$ cat src/rtl/uart_pkg.sv
// Shared constants for the memory-mapped UART transmitter: FSM states,
// register byte offsets within the 16-byte window, and STATUS bit positions.
package uart_pkg;

    typedef enum logic [1:0] {
        IDLE  = 2'd0,
        START = 2'd1,
        DATA  = 2'd2,
        STOP  = 2'd3
    } uart_state_e;

    localparam logic [3:0] UART_TXDATA  = 4'h0;
    localparam logic [3:0] UART_STATUS  = 4'h4;
    localparam logic [3:0] UART_BAUDDIV = 4'h8;

    localparam int STAT_BUSY    = 0;
    localparam int STAT_FULL    = 1;
    localparam int STAT_EMPTY   = 2;
    localparam int STAT_OVF     = 3;
    localparam int STAT_CNT_LSB = 4;

endpackage

$ cat src/rtl/sync_fifo.sv
// Single-clock FIFO: combinational read of the head entry, 1-cycle write-to-visible latency.
// A push while full is accepted only together with a pop; otherwise it is ignored.
module sync_fifo #(
    parameter int WIDTH = 8,
    parameter int DEPTH = 4
) (
    input  logic                     clk,
    input  logic                     rst_n,
    input  logic                     push,
    input  logic [WIDTH-1:0]         push_dat,
    input  logic                     pop,
    output logic [WIDTH-1:0]         pop_dat,
    output logic                     full,
    output logic                     empty,
    output logic [$clog2(DEPTH):0]   count
);

    localparam int AW = $clog2(DEPTH);

    logic [WIDTH-1:0] mem [DEPTH];
    logic [AW-1:0]    wr_ptr;
    logic [AW-1:0]    rd_ptr;
    logic             do_push;
    logic             do_pop;

    assign full    = (count == (AW+1)'(DEPTH));
    assign empty   = (count == '0);
    assign do_pop  = pop && !empty;
    assign do_push = push && (!full || do_pop);
    assign pop_dat = mem[rd_ptr];

    always_ff @(posedge clk) begin
        if (do_push) begin
            mem[wr_ptr] <= push_dat;
        end
    end

    always_ff @(posedge clk or negedge rst_n) begin
        if (!rst_n) begin
            wr_ptr <= '0;
            rd_ptr <= '0;
            count  <= '0;
        end else begin
            if (do_push) begin
                wr_ptr <= wr_ptr + AW'(1);
            end
            if (do_pop) begin
                rd_ptr <= rd_ptr + AW'(1);
            end
            case ({do_push, do_pop})
                2'b10:   count <= count + (AW+1)'(1);
                2'b01:   count <= count - (AW+1)'(1);
                default: count <= count;
            endcase
        end
    end

endmodule

$ cat src/rtl/uart_tx_mmio.sv
// Bus-mapped 8N1 UART transmitter; reads are combinational, a pushed byte starts its frame one edge later.
// Stores to a full FIFO with no same-cycle pop are dropped and flagged in the sticky overflow bit.
module uart_tx_mmio
    import uart_pkg::*;
#(
    parameter logic [31:0] BASE_ADDR   = 32'h8000_0000,
    parameter int          FIFO_DEPTH  = 4,
    parameter logic [15:0] DEFAULT_DIV = 16'd868
) (
    input  logic        clk,
    input  logic        rst_n,
    input  logic [31:0] addr,
    input  logic [31:0] wdata,
    input  logic        we,
    input  logic        re,
    output logic [31:0] rdata,
    output logic        sel,
    output logic        tx
);

    localparam int CW = $clog2(FIFO_DEPTH) + 1;

    uart_state_e   state;
    logic [7:0]    shreg;
    logic [15:0]   div_q;
    logic [15:0]   baud_cnt;
    logic [2:0]    bit_cnt;
    logic [15:0]   bauddiv;
    logic          overflow;

    logic [3:0]    off;
    logic          wr_txdata;
    logic          fifo_push;
    logic          fifo_pop;
    logic [7:0]    fifo_dat;
    logic          fifo_full;
    logic          fifo_empty;
    logic [CW-1:0] fifo_count;
    logic [31:0]   cnt_ext;
    logic [31:0]   status_word;
    logic          baud_zero;
    logic          unused_bits;

    assign sel       = (addr[31:4] == BASE_ADDR[31:4]);
    assign off       = {addr[3:2], 2'b00};
    assign wr_txdata = we && sel && (off == UART_TXDATA);
    assign baud_zero = (baud_cnt == 16'd0);
    assign fifo_pop  = !fifo_empty && ((state == IDLE) || ((state == STOP) && baud_zero));
    assign fifo_push = wr_txdata && (!fifo_full || fifo_pop);
    assign cnt_ext   = 32'(fifo_count);
    assign unused_bits = ^{addr[1:0], wdata[31:16], cnt_ext[31:4]};

    sync_fifo #(
        .WIDTH (8),
        .DEPTH (FIFO_DEPTH)
    ) u_fifo (
        .clk      (clk),
        .rst_n    (rst_n),
        .push     (fifo_push),
        .push_dat (wdata[7:0]),
        .pop      (fifo_pop),
        .pop_dat  (fifo_dat),
        .full     (fifo_full),
        .empty    (fifo_empty),
        .count    (fifo_count)
    );

    always_comb begin
        status_word                        = '0;
        status_word[STAT_BUSY]             = (state != IDLE);
        status_word[STAT_FULL]             = fifo_full;
        status_word[STAT_EMPTY]            = fifo_empty;
        status_word[STAT_OVF]              = overflow;
        status_word[STAT_CNT_LSB +: 4]     = cnt_ext[3:0];
    end

    always_comb begin
        rdata = '0;
        if (sel && re) begin
            case (off)
                UART_STATUS:  rdata = status_word;
                UART_BAUDDIV: rdata = {16'h0, bauddiv};
                default:      rdata = '0;
            endcase
        end
    end

    // Driven from state so reset forces the line high without waiting for a clock.
    always_comb begin
        case (state)
            START:   tx = 1'b0;
            DATA:    tx = shreg[0];
            default: tx = 1'b1;
        endcase
    end

    always_ff @(posedge clk or negedge rst_n) begin
        if (!rst_n) begin
            bauddiv  <= DEFAULT_DIV;
            overflow <= 1'b0;
        end else if (we && sel) begin
            if (off == UART_BAUDDIV) begin
                bauddiv <= (wdata[15:0] == 16'd0) ? 16'd1 : wdata[15:0];
            end
            if (off == UART_STATUS) begin
                overflow <= 1'b0;
            end else if (wr_txdata && fifo_full && !fifo_pop) begin
                overflow <= 1'b1;
            end
        end
    end

    always_ff @(posedge clk or negedge rst_n) begin
        if (!rst_n) begin
            state    <= IDLE;
            shreg    <= '0;
            div_q    <= DEFAULT_DIV;
            baud_cnt <= '0;
            bit_cnt  <= '0;
        end else if (fifo_pop) begin
            // Divisor is sampled per frame so mid-frame BAUDDIV writes wait for the next one.
            state    <= START;
            shreg    <= fifo_dat;
            div_q    <= bauddiv;
            baud_cnt <= bauddiv - 16'd1;
            bit_cnt  <= '0;
        end else if (state != IDLE) begin
            if (!baud_zero) begin
                baud_cnt <= baud_cnt - 16'd1;
            end else begin
                baud_cnt <= div_q - 16'd1;
                case (state)
                    START: state <= DATA;
                    DATA: begin
                        shreg   <= {1'b0, shreg[7:1]};
                        bit_cnt <= bit_cnt + 3'd1;
                        if (bit_cnt == 3'd7) begin
                            state <= STOP;
                        end
                    end
                    default: state <= IDLE;
                endcase
            end
        end
    end

endmodule

$ cat config.mk
export PLATFORM = sky130hd
export DESIGN_NAME = uart_tx_mmio
export DESIGN_NICKNAME = d
export VERILOG_FILES = /design/src/rtl/uart_pkg.sv /design/src/rtl/sync_fifo.sv /design/src/rtl/uart_tx_mmio.sv
export SDC_FILE = /design/constraint.sdc
export NUM_CORES = 1
export LEC_CHECK = 0
export ABC_CLOCK_PERIOD_IN_PS = 3760
export BUFFER_PORTS_ARGS = -buffer_cell sky130_fd_sc_hd__buf_2
export CAP_MARGIN = 20
export CORE_AREA = 3 3 109 111
export CTS_CLUSTER_DIAMETER = 60
export CTS_CLUSTER_SIZE = 14
export DETAILED_ROUTE_END_ITERATION = 10
export DIE_AREA = 0 0 112 114
export PLACE_DENSITY = 0.74
export SYNTH_ARGS = -nofsm -noshare
export SYNTH_HDL_FRONTEND = slang
export SYNTH_HIERARCHICAL = 1
export SYNTH_SLANG_ARGS = --single-unit
$ cat constraint.sdc
create_clock -name clk -period 3.76 [get_ports clk]
set_input_delay 0.188 -clock clk [delete_from_list [all_inputs] [get_ports clk]]
set_output_delay 0.188 -clock clk [all_outputs]
set_load 0.05 [all_outputs]
**Word-level counts from Yosys, hierarchy flattened**

Memory sizes are Yosys's and may differ from the RTL's.
Cells that the tools add are included.

- Add/sub/neg operators: 8
- Muxes and demuxes: 25
- Reduce and logical (&&, ||, !) cells: 31
- Equal/unequal tests: 11

Operator list:

| cell | number |
|---|---|
| $mux 16 | 5 |
| $sub 16x1->16 const B | 3 |
| $logic_not 16->1 | 2 |
| $mux 8 | 4 |
| $pmux 16 s2 | 1 |
| $eq 28x28->1 const B | 1 |
| $mux 3 | 4 |
| $reduce_bool 2->1 | 6 |
| $logic_and 1x1->1 | 10 |
| $eq 2x2->1 const B | 4 |
| $mux 2 | 4 |
| $add 3x1->3 const B | 2 |
| $eq 2x1->1 const B | 3 |
| $eq 3x3->1 const B | 2 |
| $pmux 3 s2 | 1 |
| $reduce_and 3->1 | 2 |
| $add 2x1->2 const B | 2 |
| $logic_not 4->1 | 1 |
| $mux 1 | 4 |
| $pmux 2 s2 | 1 |
| $reduce_and 2->1 | 2 |
| $logic_not 1->1 | 3 |
| $logic_not 3->1 | 1 |
| $logic_or 1x1->1 | 3 |
| other kinds (4) | 4 |

- Input bits: 68
- Output and inout port bits: 34
- Bits in writable memories: 32
- Register bits after elaboration: 69
- Memories kept: 1
- Logic and storage cells: 86

Memories:

| memory | depth | width | rd ports | clocked after memory_dff | write ports | RTL line | source |
|---|---|---|---|---|---|---|---|
| u_fifo.mem | 4 | 8 | 1 | 0 | 1 | sync_fifo.sv:20 | `logic [WIDTH-1:0] mem [DEPTH];` |

**Depth between registers and ports, before layout**

- Word-level depth: 9
- Mapped depth: 15
- Depth with buffers taken out: 14

**Cells and area by module**

The synthesis kept the hierarchy.

By module, submodules not included:

| module | cells each | times used | area an instance (sq um) | sequential area each (sq um) |
|---|---|---|---|---|
| uart_tx_mmio | 451 | 1 | 3886.2 | 1564.0 |
| sync_fifo | 96 | 1 | 1677.9 | 1136.1 |

**Worst setup path before layout**

OpenSTA, ideal clock, no wires.

- Path type: register -> register
- Start: register baud_cnt[2]
- End: register baud_cnt[14]
- Required time: 3678 ps
- Cell stages (with the launch flop): 14
- Buffers on the path: 1
- Period minus slack after synthesis: 3631 ps
- Data arrival time: 3550 ps
- Slack: 129 ps
- Setup time: 82 ps
- Path through: dfrtp_1 > or4_4 > nor4_4 > a21oi_2 > inv_2 > buf_1 > o21a_1 > ha_1 > and3_1 > a41oi_1 > a22oi_2 > nand2_1 > or3_1 > a31oi_1

- Longest elaborated chain between the ends: 5
- Elaborated cells between the ends (all ways): 9
- Those cells by class: 1 x add/sub; 3 x mux; 5 x reduce/logical

RTL lines:

| what | RTL line | source |
|---|---|---|
| start: declaration | uart_tx_mmio.sv:26 | `logic [15:0] baud_cnt;` |
| start signal: assignment | uart_tx_mmio.sv:125 | `baud_cnt <= bauddiv - 16'd1;` |
| start signal: assignment | uart_tx_mmio.sv:129 | `baud_cnt <= baud_cnt - 16'd1;` |
| start signal: assignment | uart_tx_mmio.sv:131 | `baud_cnt <= div_q - 16'd1;` |
| parallel branches: the longest is 5 deep, another holds $sub 16x1->16 | n/a |  |

Several ways; the timed one is not identified. The select of a mux whose other input is x is not followed.
A chain may end at the register's enable or synchronous reset.

**Final worst setup path**

- Start: register u_fifo.count[0]
- End: register u_fifo.count[2]

- Longest elaborated chain between the ends: 8
- Elaborated cells between the ends (all ways): 16
- Those cells by class: 2 x add/sub; 3 x eq/ne; 1 x mux; 10 x reduce/logical

RTL lines:

| what | RTL line | source |
|---|---|---|
| start: declaration | sync_fifo.sv:15 | `output logic [$clog2(DEPTH):0] count` |
| start signal: assignment | sync_fifo.sv:51 | `2'b10: count <= count + (AW+1)'(1);` |
| start signal: assignment | sync_fifo.sv:52 | `2'b01: count <= count - (AW+1)'(1);` |
| start signal: assignment | sync_fifo.sv:53 | `default: count <= count;` |
| $logic_not 3->1 (*) | sync_fifo.sv:27 | `assign empty = (count == '0);` |
| via fifo_empty | uart_tx_mmio.sv:37 | `logic fifo_empty;` |
| $logic_not 1->1 (*) | uart_tx_mmio.sv:48 | `assign fifo_pop = !fifo_empty && ((state == IDLE) \|\| ((state == STOP) && baud_zero));` |
| $logic_and 1x1->1 (*) | uart_tx_mmio.sv:48 |  |
| $logic_or 1x1->1 (*) | uart_tx_mmio.sv:49 | `assign fifo_push = wr_txdata && (!fifo_full \|\| fifo_pop);` |
| $logic_and 1x1->1 (*) | uart_tx_mmio.sv:49 |  |
| via fifo_push | uart_tx_mmio.sv:33 | `logic fifo_push;` |
| $logic_and 1x1->1 (*) | sync_fifo.sv:29 | `assign do_push = push && (!full \|\| do_pop);` |
| $eq 2x1->1 / $eq 2x2->1 (equally long branches) | sync_fifo.sv:50 | `case ({do_push, do_pop})` |
| $pmux 3 s2 / $reduce_bool 2->1 (equally long branches) | n/a |  |

The timed path passes the listed nets; every way through them passes the cells marked *.

==> flow_summary_export.csv <==
group,metric,value,unit
worst_setup_path,required,4010,ps
cells_and_area,area_growth_syn_to_layout,10.7,%
detailed_routing,via_per_inst,5.82,
synthesis,syn_avg_cell_area,10.2,sq um
detailed_routing,firstDrtPassIters,6,
sta,drv_slew,0,
worst_setup_path,cp-start-kind,"flop",
global_routing,grt_overflow,0,
job,cap_violations,0,
global_routing,grt_max_degree,42,
detailed_routing,wl_per_cell,17.0,um
placement,dpl.hpwl,9230,um
die,rows,38,
synthesis,ys.warnings.count,6,
global_routing,grt_pass1_wl,21300,um
clock_network,htreeDepth,3,
sta,skew,9.08,ps
synthesis,ys_types,68,
synthesis,synth-async-reset-ratio,0.683,
cells_and_area,final_nets,693,
detailed_routing,drc,0,
pwr,p_per_area,360,mW/mm^2
placement,gp_congestion,0.862,
clock_network,clk_pin_slew,100,ps
worst_setup_path,cp-end-kind,"flop",
synthesis,synthCells,547,
cells_and_area,final_cells,755,
detailed_routing,met1_length,5630,um
cells_and_area,insertedDiodeCount,0,
synthesis,ys_seq_area_frac,0.485,
sta,rsz0062_at_grt,"no",
die,core,0.0109,sq mm
clock_network,cts_sinks,101,
detailed_routing,drt_iter0_markers,288,
pwr,power_leakage,0.00278,uW
clock_network,insertion_delay,370,ps
synthesis,synth_top_area_frac,0.265,
synthesis,synthTopCellsByCount,"84 x nand2_1, 59 x dfrtp_1, 47 x nor2_1",
sta,tns,0,ps
cells_and_area,design_area,0.00616,sq mm
detailed_routing,wl_met3,730,um
sta,timing.fmax,284,MHz
sta,slew_headroom,0.422,
cells_and_area,n_fill_cell,930,
clock_network,numCtsBuffers,9,
die,boundaryPins,102,
cells_and_area,multi_input_comb_area,0.00263,sq mm
cells_and_area,final_layout_size_suffix_gt1_frac,0.236,
worst_setup_path,critPathKind,"flop to flop",
sta,worst_hold_slack,66.1,ps
die,die-area,0.0128,sq mm
detailed_routing,routed_wl,12800,um
clock_network,clk_path_buf_depth,2,
synthesis,syn_area,0.00556,sq mm
die,start_util,0.511,
synthesis,ys_ff_latch,101,
sta,finalCriticalPeriod,3520,ps
placement,io_buffers,67,
placement,placed_area,0.00597,sq mm
sta,hold_violations,0,
cells_and_area,regArea,0.00270,sq mm
min_path,worstHoldPathType,"primary input to flop",
detailed_routing,top_layer,"met4",
clock_network,cts-root-buf,"clkbuf_8",
pwr,vdd_drop_max,0.224,mV
sta,finalCritPeriodShare,0.936,
worst_setup_path,cp.arrival,3770,ps
global_routing,first_global_vias,4366,
sta,worst_slew_pin_slew,866,ps
die,chipWidth,112,um
synthesis,synthFlopType,"dfrtp_1",
die,die_y,114,um
sta,setup_viol,0,
synthesis,yosysMostFrequentCell,"nand2_1",
synthesis,synth.area.top_cells,"dfrtp_1 27%, edfxtp_1 17%, nand2_1 5.7%",
synthesis,yosys.area.top_type,"dfrtp_1",
detailed_routing,wl_met2,6240,um
status,status,"finished, final reports clean",
worst_setup_path,critPathMaxFanout,35,
detailed_routing,vias,4397,
placement,placedCellCount,736,
detailed_routing,ant_nets,0,
global_routing,antenna_found_initial,0,
synthesis,synth_edf_count,32,
clock_network,tritoncts,"yes",
global_routing,grt_usage,0.206,
-- path summary, 6_finish.rpt --
path / startpoint / endpoint / slack [ps] / depth (start not counted)
setup reg to reg: u_fifo/count[0] / u_fifo/count[2] / 240 / 12
min in group asynchronous: rst_n / baud_cnt[3] / 380 / 2
hold reg to reg: div_q[8] / div_q[8] / 470 / 2
max in group asynchronous: rst_n / bauddiv[2] / 2380 / 3
setup / recovery: u_fifo/count[0] / u_fifo/count[2] / 240 / 12
hold / removal: wdata[1] / u_fifo/mem[0][1] / 70 / 1
-- timing repair --
item	in CTS	in global routing
endpoints found under the setup margin	0	3
hold buffers	1	0
endpoints found under the hold margin	25	0
gates resized for setup	0	0
buffers inserted	0	2
-- cell usage in the layout (no fill, tap or decap), drive strengths merged, types with 13 or more instances in the layout --
cell and count:
edfxtp 32, inv 21, ha 14, conb 16
a21oi 20, o21ai 34, nand2 84, nor4 13
mux2 18, and2 16, buf 77, dfrtp 59
nor2 47
-- sequential cells by signal, summed over array words and instances (netlist names), 3 cells and up --
name / cells
baud_cnt: 16
bauddiv: 16
bit_cnt: 3
u_fifo/count: 3
u_fifo/mem: 32
shreg: 8
div_q: 16
-- kinds of logic after synthesis --
logic type | Yosys count | share of synthesized area
buf+inv | 59 | 0.0526
simple gates | 215 | 0.186
mux | 35 | 0.0857
fa+ha+maj | 15 | 0.0351
flops | 101 | 0.485
other cells | 1 | 0.000674
xor+xnor | 12 | 0.0189
compound gates | 109 | 0.136
-- worst max-delay path, stage by stage, from the launching register on --
cell,delay (ps)
dfrtp_1,460
or3_2,550
inv_1,220
nor2b_1,110
a21oi_2,160
buf_4,400
a21oi_1,170
nor2b_1,270
nand2_1,110
fa_1,420
nor2b_1,220
a221o_1,200
o211ai_1,100
-- area by class of cell --
class,instances,area share
repair buffers,78,0.0682
clock inverters,7,0.00751
multi-input cells,402,0.426
clock buffers,9,0.0201
well taps,140,0.0284
flip-flops and latches,101,0.438
inverters,18,0.0110
-- report_power, final --
group	leakage (uW)	internal [uW]	switching, uW	total (uW)
Clock	0.0000855	242	386	628
Sequential	0.00116	1200	77.2	1280
Combinational	0.00153	135	176	310
-- metrics by stage --
| stage | utilization | worst slack, ps | total power, uW |
|---|---|---|---|
| 3_3_place_gp | 0.548 | 293 | 1600 |
| 6_report | 0.566 | 242 | 2220 |
| 5_1_grt | 0.566 | 60.1 | 2330 |
| 3_5_place_dp | 0.548 | 196 | 1620 |
| 2_1_floorplan | - | 129 | 1520 |
| 4_1_cts | 0.564 | 150 | 2240 |
-- routing by layer --
| layer | GRT usage | vias up |
|---|---|---|
| met1 | 0.272 | 2141 |
| met4 | 0.0705 | 0 |
| li1 | - | 2068 |
| met2 | 0.346 | 166 |
| met5 | 0 | - |
| met3 | 0.0377 | 22 |
No activity file was read; power rests on OpenSTA's default activity.
